--- config.mk ---
export PLATFORM = sky130hd
export DESIGN_NAME = lcd_init_sequencer
export DESIGN_NICKNAME = d
export VERILOG_FILES = /design/src/rtl/lcd_init_sequencer_pkg.sv /design/src/rtl/lcd_init_sequencer_cycle_down_counter.sv /design/src/rtl/lcd_init_sequencer.sv
export SDC_FILE = /design/constraint.sdc
export NUM_CORES = 1
export LEC_CHECK = 0
export BUFFER_PORTS_ARGS = -buffer_cell sky130_fd_sc_hd__buf_2
export CORE_MARGIN = 3
export CORE_UTILIZATION = 45
export DETAILED_ROUTE_END_ITERATION = 16
export PLACE_DENSITY_LB_ADDON = 0.15
export SLEW_MARGIN = 40
export SYNTH_ARGS = -nofsm -noshare
export SYNTH_HDL_FRONTEND = slang
export SYNTH_SLANG_ARGS = --single-unit
--- constraint.sdc ---
create_clock -name clk -period 7.1 [get_ports clk]
set_clock_uncertainty 0.15 [all_clocks]
set_input_delay 1.065 -clock clk [delete_from_list [all_inputs] [get_ports clk]]
set_output_delay 1.065 -clock clk [all_outputs]
set_load 0.02 [all_outputs]
--- src/rtl/lcd_init_sequencer_pkg.sv ---
// rtl/lcd_init_sequencer_pkg.sv - shared display state encoding and default timing parameters
package lcd_init_sequencer_pkg;

  typedef enum logic [2:0] {
    IDLE,
    HWRST_LOW,
    HWRST_WAIT,
    FETCH,
    SEND,
    DELAY,
    DONE
  } lcd_state_t;

  localparam int DEF_INIT_LIST_LENGTH = 47;
  localparam int DEF_MAX_DELAY_COUNT  = 2000000;
  localparam int DEF_RST_LOW_CYCLES   = 500;
  localparam int DEF_RST_WAIT_CYCLES  = 6000;

  function automatic int max3(input int a, input int b, input int c);
    int m;
    m = (a > b) ? a : b;
    return (m > c) ? m : c;
  endfunction

endpackage

--- src/rtl/lcd_init_sequencer_cycle_down_counter.sv ---
// rtl/lcd_init_sequencer_cycle_down_counter.sv - loadable down counter that saturates at zero
module cycle_down_counter #(
  parameter int WIDTH = 8
) (
  input  logic             clk,
  input  logic             rst,
  input  logic             load,
  input  logic             enable,
  input  logic [WIDTH-1:0] load_value,
  output logic             zero
);

  logic [WIDTH-1:0] count;

  always_ff @(posedge clk or posedge rst) begin
    if (rst) begin
      count <= '0;
    end else if (load) begin
      count <= load_value;
    end else if (enable && (count != '0)) begin
      count <= count - WIDTH'(1);
    end
  end

  assign zero = (count == '0);

endmodule

--- src/rtl/lcd_init_sequencer.sv ---
// rtl/lcd_init_sequencer.sv - panel hardware reset then ROM-driven SPI init byte sequencer
module lcd_init_sequencer
  import lcd_init_sequencer_pkg::*;
#(
  parameter int  INIT_LIST_LENGTH = DEF_INIT_LIST_LENGTH,
  parameter int  MAX_DELAY_COUNT  = DEF_MAX_DELAY_COUNT,
  parameter int  RST_LOW_CYCLES   = DEF_RST_LOW_CYCLES,
  parameter int  RST_WAIT_CYCLES  = DEF_RST_WAIT_CYCLES,
  localparam int AW = (INIT_LIST_LENGTH > 1) ? $clog2(INIT_LIST_LENGTH) : 1,
  localparam int DW = (MAX_DELAY_COUNT > 1) ? $clog2(MAX_DELAY_COUNT) : 1
) (
  input  logic          clk,
  input  logic          rst,
  input  logic          start,
  output logic [AW-1:0] rom_addr,
  input  logic [8:0]    rom_data,
  input  logic [DW-1:0] rom_delay,
  output logic          spi_valid,
  input  logic          spi_ready,
  output logic [7:0]    spi_data,
  output logic          spi_dc,
  output logic          lcd_rst_n,
  output logic          busy,
  output logic          done
);

  localparam int CW = max3(DW, $clog2(RST_WAIT_CYCLES + 1), $clog2(RST_LOW_CYCLES + 1));

  // Loaded with N-1 so a phase exits on the zero flag after exactly N clocks.
  localparam logic [CW-1:0] RST_LOW_LOAD  = CW'((RST_LOW_CYCLES > 0) ? RST_LOW_CYCLES - 1 : 0);
  localparam logic [CW-1:0] RST_WAIT_LOAD = CW'((RST_WAIT_CYCLES > 0) ? RST_WAIT_CYCLES - 1 : 0);
  localparam logic [AW-1:0] LAST_ADDR     = AW'(INIT_LIST_LENGTH - 1);

  lcd_state_t    state_q, state_d;
  logic          cnt_load, cnt_enable, cnt_zero;
  logic [CW-1:0] cnt_load_value;
  logic [DW-1:0] delay_load;
  logic          addr_clear, addr_inc, fetch_latch, advance;

  cycle_down_counter #(.WIDTH(CW)) u_counter (
    .clk        (clk),
    .rst        (rst),
    .load       (cnt_load),
    .enable     (cnt_enable),
    .load_value (cnt_load_value),
    .zero       (cnt_zero)
  );

  assign delay_load = rom_delay - DW'(1);

  always_ff @(posedge clk or posedge rst) begin
    if (rst) begin
      state_q  <= IDLE;
      rom_addr <= '0;
      spi_data <= '0;
      spi_dc   <= 1'b0;
    end else begin
      state_q <= state_d;
      if (addr_clear) begin
        rom_addr <= '0;
      end else if (addr_inc) begin
        rom_addr <= rom_addr + AW'(1);
      end
      if (fetch_latch) begin
        spi_dc   <= rom_data[8];
        spi_data <= rom_data[7:0];
      end
    end
  end

  always_comb begin
    state_d        = state_q;
    cnt_load       = 1'b0;
    cnt_enable     = 1'b0;
    cnt_load_value = '0;
    addr_clear     = 1'b0;
    addr_inc       = 1'b0;
    fetch_latch    = 1'b0;
    advance        = 1'b0;

    case (state_q)
      IDLE, DONE: begin
        if (start) begin
          state_d        = HWRST_LOW;
          cnt_load       = 1'b1;
          cnt_load_value = RST_LOW_LOAD;
          addr_clear     = 1'b1;
        end
      end
      HWRST_LOW: begin
        if (cnt_zero) begin
          state_d        = HWRST_WAIT;
          cnt_load       = 1'b1;
          cnt_load_value = RST_WAIT_LOAD;
        end else begin
          cnt_enable = 1'b1;
        end
      end
      HWRST_WAIT: begin
        if (cnt_zero) begin
          state_d = FETCH;
        end else begin
          cnt_enable = 1'b1;
        end
      end
      FETCH: begin
        state_d     = SEND;
        fetch_latch = 1'b1;
      end
      SEND: begin
        if (spi_ready) begin
          if (rom_delay != '0) begin
            state_d        = DELAY;
            cnt_load       = 1'b1;
            cnt_load_value = CW'(delay_load);
          end else begin
            advance = 1'b1;
          end
        end
      end
      DELAY: begin
        if (cnt_zero) begin
          advance = 1'b1;
        end else begin
          cnt_enable = 1'b1;
        end
      end
      default: state_d = IDLE;
    endcase

    // The last entry finishes in DONE with rom_addr parked, so the address never wraps.
    if (advance) begin
      if (rom_addr == LAST_ADDR) begin
        state_d = DONE;
      end else begin
        state_d  = FETCH;
        addr_inc = 1'b1;
      end
    end
  end

  assign spi_valid = (state_q == SEND);
  assign lcd_rst_n = (state_q != HWRST_LOW);
  assign busy      = (state_q != IDLE) && (state_q != DONE);
  assign done      = (state_q == DONE);

endmodule

Word level (Yosys, flattened, before mapping)
Index checks and enable logic that the tools add are counted.
- flip-flop bits (word level): 39
- word-level logic and storage cells: 66
- $add $sub $neg: 3
- equality and inequality tests: 15
- mux-type cells: 31
- reductions and logical operators: 12
- operators by type and width (operator ; count):
    $mux W21 ; 4
    $pmux W21 S3 ; 1
    $reduce_bool A21 Y1 ; 2
    $sub A21 B1 Y21 const B ; 2
    $logic_not A21 Y1 ; 1
    $mux W3 ; 7
    $pmux W3 S6 ; 1
    $mux W13 ; 1
    $mux W1 ; 12
    $mux W6 ; 2
    $ne A3 B3 Y1 const B ; 4
    $eq A3 B3 Y1 const B ; 3
    $mux W9 ; 1
    $ne A3 B1 Y1 const B ; 3
    $add A6 B1 Y6 const B ; 1
    $eq A3 B2 Y1 const B ; 2
    $eq A6 B6 Y1 const B ; 1
    $reduce_and A6 Y1 ; 1
    $reduce_bool A2 Y1 ; 2
    $eq A3 B1 Y1 const B ; 1
    $logic_not A3 Y1 ; 1
    $pmux W1 S3 ; 1
    $reduce_bool A3 Y1 ; 1
    $reduce_or A3 Y1 ; 1
    4 further kinds ; 5

Longest topological paths before layout
- word-level depth: 7
- depth in mapped cells: 11

Hierarchy
Synthesis repeated with hierarchy kept, for this count alone.
- cells, all modules: 323
- area total of the unflattened synthesis: 2810.2 µm²
- modules (own cells, without submodules) (module ; instances ; cells an instance ; area each (µm²)):
    lcd_init_sequencer ; 1 ; 169 ; 1446.4
    cycle_down_counter ; 1 ; 154 ; 1363.8

Least setup slack after synthesis
OpenSTA, ideal clock, no wires.
- kind: in2reg
- start point: input port rom_delay[0]
- end point: register rom_addr[1]
- setup time: 94 ps
- data arrival time: 2984 ps
- required time: 6856 ps
- slack: 3872 ps
- stages: 11
- buffers on the path: 3
- cell sequence: inv_1 > ha_1 > or3b_1 > clkbuf_1 > nand4bb_1 > buf_6 > or3_4 > buf_6 > a21oi_4 > nor2_1 > a211oi_1
- word-level cells in the longest chain between the ends: 6
- ends and longest elaborated chain (item ; line ; source):
    start: declaration ; lcd_init_sequencer.sv:17 ; input logic [DW-1:0] rom_delay,
    $reduce_bool A21 Y1 ; lcd_init_sequencer.sv:112 ; if (rom_delay != '0) begin
    $mux W1 ; lcd_init_sequencer.sv:112 ;
    $mux W1 ; lcd_init_sequencer.sv:111 ; if (spi_ready) begin
    $pmux W1 S2 ; lcd_init_sequencer.sv:81 ; case (state_q)
    $mux W1 ; lcd_init_sequencer.sv:132 ; if (advance) begin
    $reduce_bool A2 Y1 (no line) ; - ;
    end signal: assignment ; lcd_init_sequencer.sv:62 ; rom_addr <= rom_addr + AW'(1);
    end: declaration ; lcd_init_sequencer.sv:15 ; output logic [AW-1:0] rom_addr,
Every way passes these cells.
A chain may end at the register's enable or synchronous reset.

Final worst setup path
- start point: input port rom_delay[0]
- end point: register u_counter.count[3]
- word-level cells in the longest chain between the ends: 5
- ends and longest elaborated chain (item ; line ; source):
    $sub A21 B1 Y21 / $reduce_bool A21 Y1 (equally long branches) ; lcd_init_sequencer.sv:49, lcd_init_sequencer.sv:112 ;
    $mux W21 / $mux W1 (equally long branches) ; lcd_init_sequencer.sv:112 ;
    $mux W21 / $mux W1 (equally long branches) ; lcd_init_sequencer.sv:111 ;
    $pmux W21 S3 / $pmux W1 S3 (equally long branches) ; lcd_init_sequencer.sv:81 ;
    $mux W21 / $reduce_bool A2 Y1 (equally long branches) ; - ;
    end signal: assignment ; lcd_init_sequencer_cycle_down_counter.sv:19 ; count <= load_value;
    end signal: assignment ; lcd_init_sequencer_cycle_down_counter.sv:21 ; count <= count - WIDTH'(1);
    end: declaration ; lcd_init_sequencer_cycle_down_counter.sv:13 ; logic [WIDTH-1:0] count;
Several ways; a longest one is shown, not always the timed one.

==> metrics.csv <==
stage,metric,value,unit
run_status,status,"complete, no violations",
global_routing,first_global_vias,2422,
global_routing,grt_use_met2,30.53,%
timing,slew_headroom,63.85,%
floorplan,die_y,84.74,um
floorplan,ios,53,
timing,hold_violations,0,
timing,slew_violations,0,
clock_network,cts_root_buf,clkbuf_8,
drt,ant_nets,0,
global_routing,use_met3,3.042,%
timing,setup_violations,0,
global_routing,overflow,0,
worst_setup_path,critPathMaxStageDelay,0.51,ns
synthesis,yosysTopAreaCellShare,34.98,%
global_routing,grt_pass1_wl,11.79,mm
floorplan,initial_core_util,46.85,%
synthesis,syn_area,2790,um2
placement,dpl.hpwl,5.396,mm
clock_network,cts_hold_buf,0,
timing,clock.fmax,283.0,MHz
floorplan,core_area,5956,um2
worst_setup_path,required,7.13,ns
floorplan,die_area,7181,um2
global_routing,met1_usage,28.76,%
power,power_density,143.5,nW/um2
layout,area_growth,14.62,%
clock_network,clkTransAtPathRegs,0.08,ns
synthesis,yosysSeqAreaShare,34.98,%
power,power.leakage,0.001288,uW
timing,timing.hold.ws,0.3557,ns
drt,firstDrtPassIters,4,
worst_setup_path,critical_path_class,in2reg,
clock_network,clock_sinks,39,
clock_network,cts_max_level,2,
power,ir_drop,78.04,uV
floorplan,rows,28,
clock_network,cts.repair.resized,0,
timing,setup_tns,0,ns
drt,vias,2599,
drt,wl_per_cell,16.48,um
worst_setup_path,worstPathCellList,buf_2 > inv_1 > ha_1 > or3b_1 > nand4bb_1 > o21ai_4 > and2_1 > nor2_1 > a211o_1,
synthesis,synth_edf_count,0,
placement,io_buffer_count,52,
layout,layout.nets,395,
run,maxCapViolations,0,
synthesis,synthTopCellsByArea,"dfrtp_1, xnor2_1, mux2_2",
placement,place_congestion,0.9134,
worst_setup_path,cp-start-kind,input port,
drt,remaining_drc_errors,0,
synthesis,synth_ff_type,dfrtp_1,
layout,drive_above_1_share,25.14,%
global_routing,antenna_found_initial,0,
synthesis,synth-async-reset-ratio,100.0,%
clock_network,postCtsSetupBuffers,0,
layout,final_area,3198,um2
layout,fin_util,53.70,%
placement,placed_area,3080,um2
worst_setup_path,crit_slowest_cell,o21ai_4,
min_path,hold_class,reg2reg,
synthesis,synth.largest_area_cell,dfrtp_1,
drt,routed_wl,7.134,mm
synthesis,synth-seq-cells,39,
synthesis,synth_nets,349,
synthesis,synth_cells,311,
worst_setup_path,cp_max_fo,19,
clock_network,cts_buffer_depth,2,
synthesis,avgSynthCellArea,8.972,um2
synthesis,yosysWarnings,0,
clock_network,numCtsBuffers,5,
clock_network,cts_tree,built,
timing,post-route-min-period,3.533,ns
layout,antenna_cells,0,
clock_network,insertion_delay,0.30,ns
floorplan,die-width,84.74,um
global_routing,grtUsageTotal,20.15,%
timing,worstMarginPinSlew,0.5382,ns
timing,rsz0062_at_grt,no,
drt,drtIter0Drc,113,
worst_setup_path,endpoint_kind,flop,
timing,fin_crit_sh,49.76,%
synthesis,ys_types,70,
global_routing,grt.busiest_layer,met2,
worst_setup_path,arrival,3.57,ns
global_routing,grt_max_degree,40,
drt,viasPerCell,6.002,
-- cells in the mapped netlist, types with 2 or more instances --
| library cell | instances |
|---|---|
| nor4_1 | 9 |
| o22ai_1 | 5 |
| a21oi_1 | 11 |
| clkbuf_1 | 9 |
| buf_2 | 2 |
| nand3_1 | 15 |
| nand4_1 | 4 |
| a22oi_1 | 3 |
| nor2_1 | 23 |
| o21ai_0 | 14 |
| a31oi_1 | 3 |
| dfrtp_1 | 39 |
| o211ai_1 | 3 |
| o311ai_0 | 2 |
| buf_6 | 2 |
| or4_1 | 4 |
| ha_1 | 4 |
| nor3b_1 | 2 |
| nand2b_1 | 6 |
| inv_1 | 10 |
| and3_1 | 3 |
| a21boi_0 | 2 |
| a211oi_1 | 7 |
| xor2_1 | 10 |
| xnor2_1 | 17 |
| mux2_2 | 9 |
| nor3_1 | 12 |
| or3_1 | 4 |
| o31ai_1 | 3 |
| a211oi_2 | 2 |
| and2_1 | 6 |
| nand2_1 | 26 |
| buf_4 | 2 |
| o21a_1 | 2 |
-- worst paths after layout --
path,slack (ns),start,cells past startpoint,to
max reg2reg,4.23,u_counter.count[0],8,u_counter.count[14]
max,3.57,rom_delay[0],9,u_counter.count[3]
min reg2reg,0.36,spi_data[7],1,spi_data[7]
max in group asynchronous,5.71,rst,3,u_counter.count[12]
min in group asynchronous,0.73,rst,3,u_counter.count[0]
min,0.36,spi_data[7],1,spi_data[7]
-- cell type report --
class / count / area, um2
clock buffer: 6 / 82.58
clock inverter: 2 / 35.03
fill: 562 / 2758
inverter: 10 / 37.54
multi-input combinational: 246 / 1690
sequential: 39 / 975.9
tap: 75 / 93.84
timing repair buffer: 55 / 282.8
-- layer usage --
metal	part of all wire [%]	vias to the layer above	wire length [um]
met1	45	1227	3190
met2	45	116	3192
li1	-	1238	-
met4	2.4	0	168
met3	8.2	18	582
met5	0	-	0
-- logic make-up after synthesis --
group                    count (synthesis)  synth area share (%)
buffers and inverters                   26                 4.439
AND/OR/NAND/NOR                        133                 27.49
flip-flops                              39                 34.98
XOR/XNOR                                27                 8.475
adder cells (fa/ha/maj)                  4                 1.794
AO/OA/AOI/OAI                           72                 18.83
multiplexers                            10                 3.991
-- registers in the layout, summed over array words and instances, names as in the netlist --
signal           flops
u_counter.count     21
rom_addr             6
spi_data             8
state_q              3
spi_dc               1
-- cells in the final DEF (no fill, tap or decap), drive strengths merged, types with 11 or more instances in the layout --
| cell | synthesis | layout |
|---|---|---|
| nor2 | 23 | 23 |
| a21oi | 12 | 12 |
| o21ai | 16 | 16 |
| nor3 | 13 | 13 |
| nand3 | 15 | 15 |
| dfrtp | 39 | 39 |
| nor4 | 11 | 11 |
| buf | 6 | 55 |
| xnor2 | 17 | 17 |
| nand2 | 26 | 26 |
-- power breakdown --
group          internal [uW]  switching [uW]
combinational           15.6            22.2
clock                    114            81.7
sequential               225            1.02
total                    354             105
-- through the flow --
step / instances / setup WS (ns) / total power (uW)
global route: 433 / 3.345 / 478.2
CTS: 433 / 3.566 / 463.4
global placement: 425 / 3.325 / 267.7
floorplan: 311 / 3.872 / 247.0
finish: 433 / 3.567 / 458.9
detailed placement: 425 / 3.275 / 268.5
-- worst max-delay path, delay by kind of cell --
family	cells	cell delay, ns
AOI/OAI and AO/OA	2	0.78
adders and majority gates	1	0.17
buffers and inverters	2	0.19
and+or+nand+nor	4	1.36
Note: power is estimated with default switching activity, not from simulation.
